$ cat src/rtl/bec_slv_pkg.sv
// Shared constants for the BEC slave multiplier: state encoding, field defaults, sizing helper.
// Macro BEC_SLV_DIGIT2_EN selects a 2-bit-per-cycle multiply digit instead of 1.
package bec_slv_pkg;

  localparam logic [2:0] ST_IDLE = 3'd0;
  localparam logic [2:0] ST_LOAD = 3'd1;
  localparam logic [2:0] ST_PROC = 3'd2;
  localparam logic [2:0] ST_DONE = 3'd3;
  localparam logic [2:0] ST_READ = 3'd4;

  localparam int DEF_M = 163;
  localparam int DEF_W = 32;
  localparam logic [DEF_M-1:0] DEF_POLY = 163'hC9;

`ifdef BEC_SLV_DIGIT2_EN
  localparam int DIGIT = 2;
`else
  localparam int DIGIT = 1;
`endif

  function automatic int ceil_div(input int n, input int d);
    return (n + d - 1) / d;
  endfunction

endpackage

$ cat src/rtl/gf2m_mul_step.sv
// One combinational step of MSB-first GF(2^M) multiplication, consuming DIGIT bits of B.
// DIGIT=2 is used when BEC_SLV_DIGIT2_EN is defined.
module gf2m_mul_step
  import bec_slv_pkg::*;
#(
  parameter int             M     = DEF_M,
  parameter logic [M-1:0]   POLY  = M'(DEF_POLY),
  parameter int             DIGIT = 1
) (
  input  logic [M-1:0]     a,
  input  logic [DIGIT-1:0] b_bits,
  input  logic [M-1:0]     c_in,
  output logic [M-1:0]     c_out
);

  // Multiply by x modulo f(x): shift, then fold x^M back in as POLY.
  function automatic logic [M-1:0] mulx(input logic [M-1:0] v);
    return {v[M-2:0], 1'b0} ^ (v[M-1] ? POLY : '0);
  endfunction

  generate
    if (DIGIT == 2) begin : g_d2
      assign c_out = mulx(mulx(c_in))
                   ^ (b_bits[1] ? mulx(a) : '0)
                   ^ (b_bits[0] ? a : '0);
    end else begin : g_d1
      assign c_out = mulx(c_in) ^ (b_bits[0] ? a : '0);
    end
  endgenerate

endmodule

$ cat src/rtl/bec_slave_mul.sv
// BEC slave responder: loads two GF(2^M) operands, multiplies mod f(x), streams the product.
// Define BEC_SLV_DIGIT2_EN for 2 bits of B per PROC cycle (same ports and handshake).
module bec_slave_mul
  import bec_slv_pkg::*;
#(
  parameter int           M    = DEF_M,
  parameter logic [M-1:0] POLY = M'(DEF_POLY),
  parameter int           W    = DEF_W
) (
  input  logic         clk,
  input  logic         rst,
  input  logic         enable_write,
  input  logic         master_ena_proc,
  input  logic         updateRegs,
  input  logic         wr_valid,
  input  logic [W-1:0] wr_data,
  output logic         slv_done,
  output logic         busy,
  output logic         rd_valid,
  output logic [W-1:0] rd_data
);

  localparam int NWORDS = ceil_div(M, W);
  localparam int NSTEPS = ceil_div(M, DIGIT);
  localparam int BEXT_W = NSTEPS * DIGIT;
  localparam int WC_W   = $clog2(2 * NWORDS + 1);
  localparam int RC_W   = $clog2(NWORDS + 1);
  localparam int IW     = (NSTEPS > 1) ? $clog2(NSTEPS) : 1;

  logic [2:0]      state;
  logic [M-1:0]    a, b, c, c_next;
  logic [WC_W-1:0] wcnt;
  logic [RC_W-1:0] rcnt;
  logic [IW-1:0]   i;
  logic            full;

  logic [BEXT_W-1:0]   b_ext;
  logic [DIGIT-1:0]    b_dig [NSTEPS];
  logic [NWORDS*W-1:0] c_pad;
  logic [W-1:0]        c_words [NWORDS];

  assign full     = (int'(wcnt) == 2 * NWORDS);
  assign busy     = (state == ST_PROC);
  assign slv_done = (state == ST_DONE);

  // B zero-extended to a whole number of digits, then split so the step counter indexes it directly.
  always_comb begin
    b_ext = '0;
    b_ext[M-1:0] = b;
    for (int k = 0; k < NSTEPS; k++) b_dig[k] = b_ext[k*DIGIT +: DIGIT];
  end

  always_comb begin
    c_pad = '0;
    c_pad[M-1:0] = c;
    for (int k = 0; k < NWORDS; k++) c_words[k] = c_pad[k*W +: W];
  end

  gf2m_mul_step #(.M(M), .POLY(POLY), .DIGIT(DIGIT)) u_step (
    .a      (a),
    .b_bits (b_dig[i]),
    .c_in   (c),
    .c_out  (c_next)
  );

  always_ff @(posedge clk or posedge rst) begin
    if (rst) begin
      state    <= ST_IDLE;
      a        <= '0;
      b        <= '0;
      c        <= '0;
      wcnt     <= '0;
      rcnt     <= '0;
      i        <= '0;
      rd_valid <= 1'b0;
      rd_data  <= '0;
    end else begin
      case (state)
        ST_IDLE: begin
          if (enable_write) begin
            state <= ST_LOAD;
            wcnt  <= '0;
            a     <= '0;
            b     <= '0;
          end
        end
        ST_LOAD: begin
          if (full && master_ena_proc) begin
            state <= ST_PROC;
            c     <= '0;
            i     <= IW'(NSTEPS - 1);
          end else if (wr_valid && !full) begin
            // Only bits below M have a destination, so top-word excess bits fall away here.
            for (int j = 0; j < M; j++) begin
              if (int'(wcnt) == j / W)          a[j] <= wr_data[j % W];
              if (int'(wcnt) == NWORDS + j / W) b[j] <= wr_data[j % W];
            end
            wcnt <= wcnt + 1'b1;
          end
        end
        ST_PROC: begin
          if (!master_ena_proc) begin
            state <= ST_IDLE;
          end else begin
            c <= c_next;
            if (i == '0) state <= ST_DONE;
            else         i     <= i - 1'b1;
          end
        end
        ST_DONE: begin
          if (updateRegs) begin
            state <= ST_READ;
            rcnt  <= '0;
          end
        end
        ST_READ: begin
          if (int'(rcnt) == NWORDS) begin
            rd_valid <= 1'b0;
            state    <= ST_IDLE;
          end else begin
            rd_valid <= 1'b1;
            rd_data  <= c_words[rcnt];
            rcnt     <= rcnt + 1'b1;
          end
        end
        default: state <= ST_IDLE;
      endcase
    end
  end

endmodule

$ cat config.mk
export PLATFORM = sky130hd
export DESIGN_NAME = bec_slave_mul
export DESIGN_NICKNAME = d
export VERILOG_FILES = /design/src/rtl/bec_slv_pkg.sv /design/src/rtl/gf2m_mul_step.sv /design/src/rtl/bec_slave_mul.sv
export SDC_FILE = /design/constraint.sdc
export NUM_CORES = 1
export LEC_CHECK = 0
export ABC_CLOCK_PERIOD_IN_PS = 28900
export BUFFER_PORTS_ARGS = -buffer_cell sky130_fd_sc_hd__buf_2
export CORE_MARGIN = 2
export CORE_UTILIZATION = 34
export DETAILED_ROUTE_END_ITERATION = 12
export GPL_TIMING_DRIVEN = 0
export SLEW_MARGIN = 20
export SYNTH_ARGS = -nofsm -noshare
export SYNTH_HDL_FRONTEND = slang
export SYNTH_SLANG_ARGS = --single-unit
$ cat constraint.sdc
create_clock -name clk -period 28.9 [get_ports clk]
set_input_delay 1.445 -clock clk [delete_from_list [all_inputs] [get_ports clk]]
set_output_delay 1.445 -clock clk [all_outputs]
set_load 0.02 [all_outputs]
* Word level (Yosys, flattened, before mapping)
Index checks and enable logic that the tools add are counted.
Word-level totals: word-level logic and storage cells 458, output and inout port bits 35, register bits after elaboration 540, input port bits 38
Operators by class: reduce and logical (&&, ||, !) cells 27, bitwise logic cells 5, equal/unequal tests 39, muxes and demuxes 363, order comparisons 2, $add $sub $neg 3
Operators by type and width (number):
- $mux W163 | 8
- $pmux W163 S2 | 3
- $mux W1 | 329
- $xor A163 B163 Y163 | 2
- $bmux W32 S3 | 1
- $reduce_and A5 Y1 | 13
- $mux W32 | 2
- $ne A2 B2 Y1 const B | 21
- $eq A4 B4 Y1 const B | 8
- $mux W8 | 4
- $mux W3 | 8
- $pmux W8 S2 | 1
- $pmux W3 S5 | 1
- $eq A4 B3 Y1 const B | 3
- $mux W4 | 3
- $eq A3 B2 Y1 const B | 3
- $ge A9 B9 Y1 const B | 1
- $not A8 Y9 | 1
- $bmux W1 S8 | 1
- $logic_not A8 Y1 | 1
- $pmux W4 S2 | 1
- $reduce_and A4 Y1 | 2
- $sub A8 B1 Y8 const B | 1
- $pmux W3 S2 | 1
- other kinds (16) | 20

* Logic depth before layout (Yosys ltp)
Gate-level depths: netlist of run 1.
depth in word-level cells 8, mapped depth 13, mapped depth without buffers 8

* Cells and area by module
Synthesis of run 1 repeated with hierarchy kept, for this count alone.
Unflattened totals: cells, all modules 2606, area total of the unflattened synthesis 24797.5 sq um
Modules (own cells, without submodules):
- bec_slave_mul | cells an instance 2259, times used 1, seq. area each 13513.0 sq um, area an instance 22564.1 sq um
- gf2m_mul_step | cells an instance 347, times used 1, seq. area each 0.0 sq um, area an instance 2233.4 sq um

* Worst setup path after synthesis of run 1
No wires, ideal clock.
path type input-to-reg, from input wr_valid, to register b[126], setup slack 25768 ps, library setup time 134 ps, stages 7, data required time 28766 ps, arrival 2998 ps, buffers on the path 3, cells stage by stage and3b_1 -> a31oi_1 -> clkbuf_1 -> a21o_1 -> buf_2 -> buf_1 -> o21ai_0
Between the ends: word-level cells in the longest chain between the ends 3
RTL lines:
- from (decl) | line bec_slave_mul.sv:15 | input logic wr_valid,
- $logic_and A1 B1 Y1 | line bec_slave_mul.sv:92 | end else if (wr_valid && !full) begin
- $ne A2 B2 Y1 (no line)
- $reduce_and A5 Y1 (no line)
- to (decl) | line bec_slave_mul.sv:31 | logic [M-1:0] a, b, c, c_next;
No other way between the ends. A chain may end at the register's enable or synchronous reset.

* Worst setup path after layout of run 1
from register i[1], to register c[151]
Between the ends: word-level cells in the longest chain between the ends 8
RTL lines:
- from (decl) | line bec_slave_mul.sv:34 | logic [IW-1:0] i;
- from (signal assigned) | line bec_slave_mul.sv:91 | i <= IW'(NSTEPS - 1);
- from (signal assigned) | line bec_slave_mul.sv:107 | else i <= i - 1'b1;
- $not A8 Y9 (implied by the code) | line bec_slave_mul.sv:61 | .b_bits (b_dig[i]),
- $bmux W1 S8 | line bec_slave_mul.sv:61
- $mux W1 (implied by the code) (2 in series) | line bec_slave_mul.sv:61
- $mux W163 | line gf2m_mul_step.sv:27 | assign c_out = mulx(c_in) ^ (b_bits[0] ? a : '0);
- $xor A163 B163 Y163 | line gf2m_mul_step.sv:27
- $mux W163 | line bec_slave_mul.sv:102 | if (!master_ena_proc) begin
- $pmux W163 S2 | line bec_slave_mul.sv:78 | case (state)
- to (signal assigned) | line bec_slave_mul.sv:105 | c <= c_next;
- to (decl) | line bec_slave_mul.sv:31
No other way between the ends. The select of a mux whose other input is x is not followed.

==> results of run 1 <==
## layer usage
layer  share of wire  up-vias  GRT usage  wire length [um]
met3           0.068      223     0.0361              7030
met1            0.42    12400      0.320             43800
met4           0.047        6      0.103              4850
met5         0.00045        -          0                46
li1                -    11100          -                 -
met2            0.46      967      0.370             47500
## through the flow
stage | instance area [um^2] | utilization | instances
after global routing | 33000 | 0.389 | 4326
after global placement | 30800 | 0.363 | 4212
after CTS | 33000 | 0.389 | 4326
final | 33000 | 0.389 | 4326
after floorplan | 29000 | - | 2996
after detailed placement | 31000 | 0.365 | 4218
## layout make-up
type,instances,area (um^2)
Buffer,261,1320
Inverter,13,56.3
Sequential cell,540,13500
Tap cell,1144,1430
Clock inverter,27,337
Fill cell,8548,51800
Timing Repair Buffer,78,526
Multi-Input combinational cell,2182,14200
Clock buffer,81,1690
## registers in the layout (all words and copies together), names as in the netlist
name	cells
i	8
wcnt	4
rcnt	3
rd_data	32
c	163
b	163
rd_valid	1
a	163
state	3
## worst max-delay path: stages, from the launching register on
cell                       delay, ns
sky130_fd_sc_hd__dfrtp_1        0.42
sky130_fd_sc_hd__buf_2          0.35
sky130_fd_sc_hd__clkbuf_1       0.68
sky130_fd_sc_hd__nand2_1        0.11
sky130_fd_sc_hd__o22a_1         0.23
sky130_fd_sc_hd__o21ai_0        0.15
sky130_fd_sc_hd__a41oi_1        0.11
sky130_fd_sc_hd__a311oi_4       0.80
sky130_fd_sc_hd__buf_6          0.27
sky130_fd_sc_hd__clkbuf_1       0.42
sky130_fd_sc_hd__or3_1          0.19
sky130_fd_sc_hd__nand3_1        0.07
## path summary, 6_finish.rpt
kind                            start     end  slack [ns]
worst max-delay path             i[1]  c[151]       24.95
worst min-delay path             b[8]    b[8]        0.47
worst max register to register   i[1]  c[151]       24.95
worst min register to register   b[8]    b[8]        0.47
max in group asynchronous         rst   c[25]       26.49
min in group asynchronous         rst    b[5]        0.82
## kinds of logic after synthesis
family	Yosys count	share of synthesized area
simple gates	1465	0.256
compound gates	617	0.166
flops	540	0.465
buf+inv	274	0.0470
mux	84	0.0596
xor+xnor	8	0.00241
fa+ha+maj	8	0.00345
## cell usage in the layout (no fill, tap or decap), drive strengths merged, types with 4 or more instances in the layout
cell type / netlist / routed
o21ai: 368 / 368
clkbuf: 190 / 271
nand2: 747 / 747
a21o: 15 / 15
nor3b: 322 / 322
a21oi: 5 / 5
nor3: 14 / 14
bufinv: 0 / 7
nand3: 165 / 165
nor2: 20 / 20
nor2b: 14 / 14
clkinv: 0 / 15
buf: 71 / 149
ha: 8 / 8
a211oi: 5 / 5
and3: 7 / 7
or3: 161 / 161
o211ai: 4 / 4
mux4: 67 / 67
xnor2: 6 / 6
a221oi: 165 / 165
inv: 13 / 15
mux2: 6 / 6
dfrtp: 540 / 540
mux2i: 11 / 11
a22oi: 34 / 34
## power breakdown
group	switching, mW	internal [mW]
Combinational	0.815	0.371
Clock	0.333	0.469
Sequential	0.170	0.982
Total	1.32	1.82
==> qor.txt, run 1 <==
======================================================================================
Via count of the first global-routing pass                                       23400
Die footprint                                                               87800 um^2
Unrepaired setup endpoints after global routing                                  false
Async set or reset register ratio after synthesis                                 1.00
Total Power                                                                    3.14 mW
Endpoints failing hold                                                               0
Pin count of the biggest net entering global routing                               104
Cell at the root of the clock tree                                        sky130_fd_sc_hd__clkbuf_16
Type of the setup path with the least slack                               flop to flop
Number of maximum-capacitance violations                                             0
Power density of the placed cells                                         95.1 nW/um^2
Kind of capture point of the worst setup path                                     flop
Detailed Route WL                                                               103 mm
Average wire length per cell after detail routing                              23.9 um
Die Y                                                                           296 um
Setup repair bufs after CTS                                                          0
Syn avg cell area                                                            9.69 um^2
TritonCTS clock tree                                                              done
Most frequently used flop master after synthesis                          sky130_fd_sc_hd__dfrtp_1
Startpoint class of the critical path                                             flop
Sequential area share after synthesis                                            0.465
Top-count cell post-synth                                                 sky130_fd_sc_hd__nand2_1
Post-synthesis instance area                                                29000 um^2
Placer congestion estimate                                                       0.949
Antenna diode count                                                                  0
Hold path cells                                                                      2
Status                                                                       completed
Top cells by area, synth                                                  sky130_fd_sc_hd__dfrtp_1, sky130_fd_sc_hd__nand2_1, sky130_fd_sc_hd__nor3b_1, sky130_fd_sc_hd__a221oi_2, sky130_fd_sc_hd__o21ai_0
Number of antenna violations at the first check in global routing                   12
All-Layer GR Usage                                                               0.235
Buffer levels on the longest clock path                                              3
Detailed placer's ending HPWL                                                  72.2 mm
Count of hold-fix buffers inserted at cts                                            0
Endpoint required time on the critical path                                   29.42 ns
Number of enable flip-flop cells after synthesis                                     0
Cell type contributing the most total cell area after synthesis           sky130_fd_sc_hd__dfrtp_1
Number of nets in the synthesized netlist                                         3042
Worst setup timing slack at the placement stage                               24.67 ns
Worst Max-Slew Pin Slew                                                        1.34 ns
Core region area                                                            84900 um^2
Drt via density                                                                   5.72
Cells after Synth                                                                 2996
Clock slew at the register clock pins of the worst setup and hold paths        0.07 ns
Minimum clock period after layout                                              3.95 ns
Most frequent cells after synthesis                                       sky130_fd_sc_hd__nand2_1, sky130_fd_sc_hd__dfrtp_1, sky130_fd_sc_hd__o21ai_0
Count of input and output buffers                                                   72
Final number of setup-violating endpoints                                            0
Clock tree sinks                                                                   540
Maximum fanout along the worst path                                                 10
DRT Pass-1 Iters                                                                     5
Total number of H-tree levels                                                        2
Wire length of the first global-routing pass                                    155 mm
Minimum setup slack in the final design                                       24.95 ns
Worst min path class                                                      flop to flop
Slew Viols, Final                                                                    0
PostCTS Resize Cnt                                                                   0
Residual DRC                                                                         0
Sum of negative setup slack                                                       0 ns
FMAX                                                                         0.253 GHz
Total global routing overflow                                                        0
Clock insertion delay at the later pin of the skew report                      0.65 ns
Largest vdd supply drop                                                      0.0548 mV
Die outline width                                                               296 um
Worst Hold Slack                                                              0.473 ns
Clock tree skew after final layout                                           0.0304 ns
Nets                                                                              3180
Area Growth Syn to Fin                                                           13.7%
Fraction of final layout cells sized beyond drive strength 1                     0.138
Worst relative slew slack                                                       0.0995
Arrival time at the worst endpoint                                             4.47 ns
Starting Density                                                                 0.342
Number of vias in the routed layout                                              24700
Number of synthesis warnings                                                         0
Number of core rows                                                                107
Post-synth cell types                                                               58
Static leakage                                                                 13.4 nW
Share of the synthesized area in the top cell type                               0.465
Yosys reg bits                                                                     540
R2r worst-path depth                                                                11
CTS buffer count                                                                    58
Drt first-iter violations                                                         2561
Top-level port count                                                                73
Share of the clock period used by the worst path after layout                    0.137
Antenna Violating Nets Remaining                                                     0
======================================================================================
Note: power is estimated with default switching activity, not from simulation.
==> run 2: changes to the inputs <==
Settings changed: ABC_AREA set to 1, ABC_CLOCK_PERIOD_IN_PS 28900 to 3560.
Clock period 28.9 ns to 3.56 ns, I/O delays scaled along.
==> qor.txt, run 2 <==
======================================================================================
Status                                                                       completed   unchanged
Die outline width                                                               281 um   was 296 um
Die footprint                                                               78700 um^2   was 87800 um^2
Endpoint required time on the critical path                                    4.08 ns   was 29.42 ns
Kind of capture point of the worst setup path                                     flop   unchanged
Final core utilization                                                           0.394   was 0.389
Unrepaired setup endpoints after global routing                                  false   unchanged
Most frequent standard cell in the layout excluding fill and tap cells    sky130_fd_sc_hd__nand2_1   unchanged
Top-count cell post-synth                                                 sky130_fd_sc_hd__nand2_1   unchanged
Synthesized-area fraction occupied by ao, oa, aoi and oai cells                  0.117   was 0.166
Registers with the highest flip-flop counts                               a (163), b (163), c (163)   unchanged
All-Layer GR Usage                                                               0.234   was 0.235
Cell at the slowest stage of the critical path                            sky130_fd_sc_hd__nor2_1   was sky130_fd_sc_hd__a311oi_4
Syn avg cell area                                                            7.58 um^2   was 9.69 um^2
Fraction of final layout cells sized beyond drive strength 1                    0.0658   was 0.138
End point of the worst hold path                                              state[1]   was b[8]
Slew Viols, Final                                                                    0   unchanged
Buffer levels on the longest clock path                                              3   unchanged
Endpoints failing hold                                                               0   unchanged
Cells after Synth                                                                 3432   was 2996
Power density of the placed cells                                          911 nW/um^2   was 95.1 nW/um^2
Antenna Violating Nets Remaining                                                     0   unchanged
Share of the synthesized area in the top cell type                               0.520   was 0.465
Number of synthesis warnings                                                         0   unchanged
Worst Max-Slew Pin Slew                                                        1.12 ns   was 1.34 ns
Sequential area share after synthesis                                            0.520   was 0.465
Yosys reg bits                                                                     540   unchanged
Starting Density                                                                 0.343   was 0.342
Async set or reset register ratio after synthesis                                 1.00   unchanged
Most frequently used flop master after synthesis                          sky130_fd_sc_hd__dfrtp_1   unchanged
Count of input and output buffers                                                   72   unchanged
Crit path cell chain                                                      inv_1 -> nor2_1 -> inv_1 -> a21oi_1 -> nor2_1 -> nand2_1 -> nand3_1 -> nand2_1 -> nand2_1 -> nand3_1 -> buf_4 -> buf_6 -> buf_6 -> nand3_1 -> nand3_1 -> nand2_1   was buf_2 -> clkbuf_1 -> nand2_1 -> o22a_1 -> o21ai_0 -> a41oi_1 -> a311oi_4 -> buf_6 -> clkbuf_1 -> or3_1 -> nand3_1
Largest vdd supply drop                                                       0.622 mV   was 0.0548 mV
Top-level port count                                                                73   unchanged
Slowest cell delay on critical path                                            0.85 ns   was 0.80 ns
Minimum clock period after layout                                              3.43 ns   was 3.95 ns
Drt via density                                                                   5.25   was 5.72
Share of the clock period used by the worst path after layout                    0.963   was 0.137
FMAX                                                                         0.292 GHz   was 0.253 GHz
Number of enable flip-flop cells after synthesis                                     0   unchanged
Clock tree skew after final layout                                           0.0143 ns   was 0.0304 ns
Number of maximum-capacitance violations                                             0   unchanged
Share of cell area taken by muxes after synthesis                                    0   was 0.0596
Via count of the first global-routing pass                                       22600   was 23400
Final cell count without fillers                                                  4612   was 4326
Post-synthesis instance area                                                26000 um^2   was 29000 um^2
Clock insertion delay at the later pin of the skew report                      0.63 ns   was 0.65 ns
Static leakage                                                                 14.8 nW   was 13.4 nW
DRT Pass-1 Iters                                                                     6   was 5
Nets                                                                              3635   was 3180
Number of fill cells in the layout                                                7905   was 8548
Residual DRC                                                                         0   unchanged
Startpoint class of the critical path                                             flop   unchanged
Final number of setup-violating endpoints                                            0   unchanged
Flop-to-flop setup slack                                                       0.13 ns   was 24.95 ns
Total global routing overflow                                                        0   unchanged
Number of nets in the synthesized netlist                                         3478   was 3042
Type of the setup path with the least slack                               flop to flop   unchanged
Worst flop-to-flop path startpoint                                                i[2]   was i[1]
Total Power                                                                    27.3 mW   was 3.14 mW
Endpoint of the lowest-slack register-to-register path                            c[0]   was c[151]
Detailed placer's ending HPWL                                                  63.5 mm   was 72.2 mm
Adder and majority cell fraction of the synthesized area                       0.00385   was 0.00345
Worst min path class                                                      primary input to flop   was flop to flop
Clock tree sinks                                                                   540   unchanged
Sum of negative setup slack                                                       0 ns   unchanged
Core region area                                                            75800 um^2   was 84900 um^2
Critical path buffers and inverters                                                  5   was 4
Maximum fanout along the worst path                                                 10   unchanged
Cell at the root of the clock tree                                        sky130_fd_sc_hd__clkbuf_16   unchanged
TritonCTS clock tree                                                              done   unchanged
Post-synth cell types                                                               28   was 58
Top cells by area, synth                                                  sky130_fd_sc_hd__dfrtp_1, sky130_fd_sc_hd__nand2_1, sky130_fd_sc_hd__o21ai_0, sky130_fd_sc_hd__nand3_1, sky130_fd_sc_hd__inv_1   was sky130_fd_sc_hd__dfrtp_1, sky130_fd_sc_hd__nand2_1, sky130_fd_sc_hd__nor3b_1, sky130_fd_sc_hd__a221oi_2, sky130_fd_sc_hd__o21ai_0
Worst relative slew slack                                                        0.252   was 0.0995
Cell type contributing the most total cell area after synthesis           sky130_fd_sc_hd__dfrtp_1   unchanged
Commonest non-fill, non-tap cells in the layout                           sky130_fd_sc_hd__nand2_1, sky130_fd_sc_hd__dfrtp_1, sky130_fd_sc_hd__o21ai_0   unchanged
XOR/XNOR Fraction of Synth Area                                                0.00135   was 0.00241
Top delay family on crit path                                             simple AND/OR/NAND/NOR gates   was buffers and inverters
Drt first-iter violations                                                         2953   was 2561
CTS buffer count                                                                    57   was 58
Number of antenna violations at the first check in global routing                    8   was 12
Area Growth Syn to Fin                                                           15.0%   was 13.7%
Arrival time at the worst endpoint                                             3.95 ns   was 4.47 ns
Simple-gate portion of the synthesized area                                      0.284   was 0.256
Average wire length per cell after detail routing                              19.9 um   was 23.9 um
Pin count of the biggest net entering global routing                                34   was 104
Hold path cells                                                                      5   was 2
Post-Place Cells                                                                  4502   was 4218
Number of vias in the routed layout                                              24200   was 24700
Clock slew at the register clock pins of the worst setup and hold paths        0.06 ns   was 0.07 ns
Placer congestion estimate                                                       0.925   was 0.949
Wire length of the first global-routing pass                                    140 mm   was 155 mm
Startpoint of the tightest hold check path                                enable_write   was b[8]
Number of core rows                                                                101   was 107
Main combinational cell family by area after synthesis                    simple AND/OR/NAND/NOR gates   unchanged
Worst Hold Slack                                                              0.126 ns   was 0.473 ns
Detailed Route WL                                                              91.6 mm   was 103 mm
Total number of H-tree levels                                                        2   unchanged
R2r worst-path depth                                                                16   was 11
Most frequent cells after synthesis                                       sky130_fd_sc_hd__nand2_1, sky130_fd_sc_hd__dfrtp_1, sky130_fd_sc_hd__o21ai_0   unchanged
Die Y                                                                           281 um   was 296 um
======================================================================================
-- run 2: cell count changes after synthesis, sizes merged, moves of 61 or more --
cell    change
nand2     +591
nand3     +229
inv       +240
mux4       -67
nor2       +61
o21ai     +114
a21oi      +67
or3       -161
nor3b     -320
a221oi    -165
-- run 2: worst max-delay path by stage --
stage | cells past startpoint | slack [ns] | to | startpoint
6_report | 16 | 0.13 | c[0] | i[2]
5_1_grt | 16 | 0.06 | c[152] | i[2]
4_1_cts | 16 | 0.26 | c[150] | i[2]
3_5_place_dp | 16 | 0.26 | c[153] | i[2]
3_3_place_gp | 2 | -7.68 | b[80] | rst
2_1_floorplan | 1 | -3.96 | a[0] | rst
-- run 2: timing repair --
item,in CTS,in global routing
hold endpoints to repair,38,0
hold buffers,6,0
resized for setup,0,1
endpoints found under the setup margin,0,8
setup buffers,0,0
-- run 2: stage by stage --
stage	cell area (um^2)	worst slack [ns]
after global routing	29900	0.0571
after floorplan	26000	-3.96
after detailed placement	28000	0.257
after CTS	29900	0.256
final	29900	0.130
after global placement	27600	-7.68
-- run 2: report_power, final --
part | switching (mW) | total [mW] | internal (mW) | leakage, nW
Sequential | 1.25 | 9.31 | 8.06 | 7.27
Clock | 2.62 | 6.04 | 3.42 | 0.904
Combinational | 8.78 | 11.9 | 3.13 | 6.65
Total | 12.7 | 27.3 | 14.6 | 14.8
-- run 2: worst reg2reg max path, cell delays in order (launching register included) --
cell                      delay [ns]
sky130_fd_sc_hd__dfrtp_1        0.42
sky130_fd_sc_hd__inv_1          0.09
sky130_fd_sc_hd__nor2_1         0.85
sky130_fd_sc_hd__inv_1          0.18
sky130_fd_sc_hd__a21oi_1        0.26
sky130_fd_sc_hd__nor2_1         0.08
sky130_fd_sc_hd__nand2_1        0.08
sky130_fd_sc_hd__nand3_1        0.09
sky130_fd_sc_hd__nand2_1        0.08
sky130_fd_sc_hd__nand2_1        0.05
sky130_fd_sc_hd__nand3_1        0.18
sky130_fd_sc_hd__buf_4          0.27
sky130_fd_sc_hd__buf_6          0.25
sky130_fd_sc_hd__buf_6          0.20
sky130_fd_sc_hd__nand3_1        0.09
sky130_fd_sc_hd__nand3_1        0.11
sky130_fd_sc_hd__nand2_1        0.06
-- run 2: final cells by class --
type                            instances  area [um^2]  share of cell area
Sequential cell                       540        13500               0.452
Antenna cell                            1         2.50           0.0000837
Tap cell                              978         1220              0.0409
Buffer                                208          973              0.0326
Multi-Input combinational cell       2429        10600               0.353
Clock buffer                           93         1750              0.0587
Clock inverter                         10         85.1             0.00285
Inverter                              255          961              0.0321
Timing Repair Buffer                   98          836              0.0279
-- run 2: kinds of logic after synthesis --
family                     Yosys count
AOI/OAI and AO/OA                  591
xor gates and xnor gates             4
adders and majority gates            8
buffers and inverters              463
DFF                                540
and+or+nand+nor                   1826
-- run 2: metal layers --
layer  GRT usage  share of wire  vias up  wire, um
li1            -              -    11300         -
met1       0.325           0.43    11800     39700
met2       0.365           0.45      920     41200
met3      0.0319          0.072      194      6630
met4       0.100          0.044        0      4070
met5           0              0        -         0
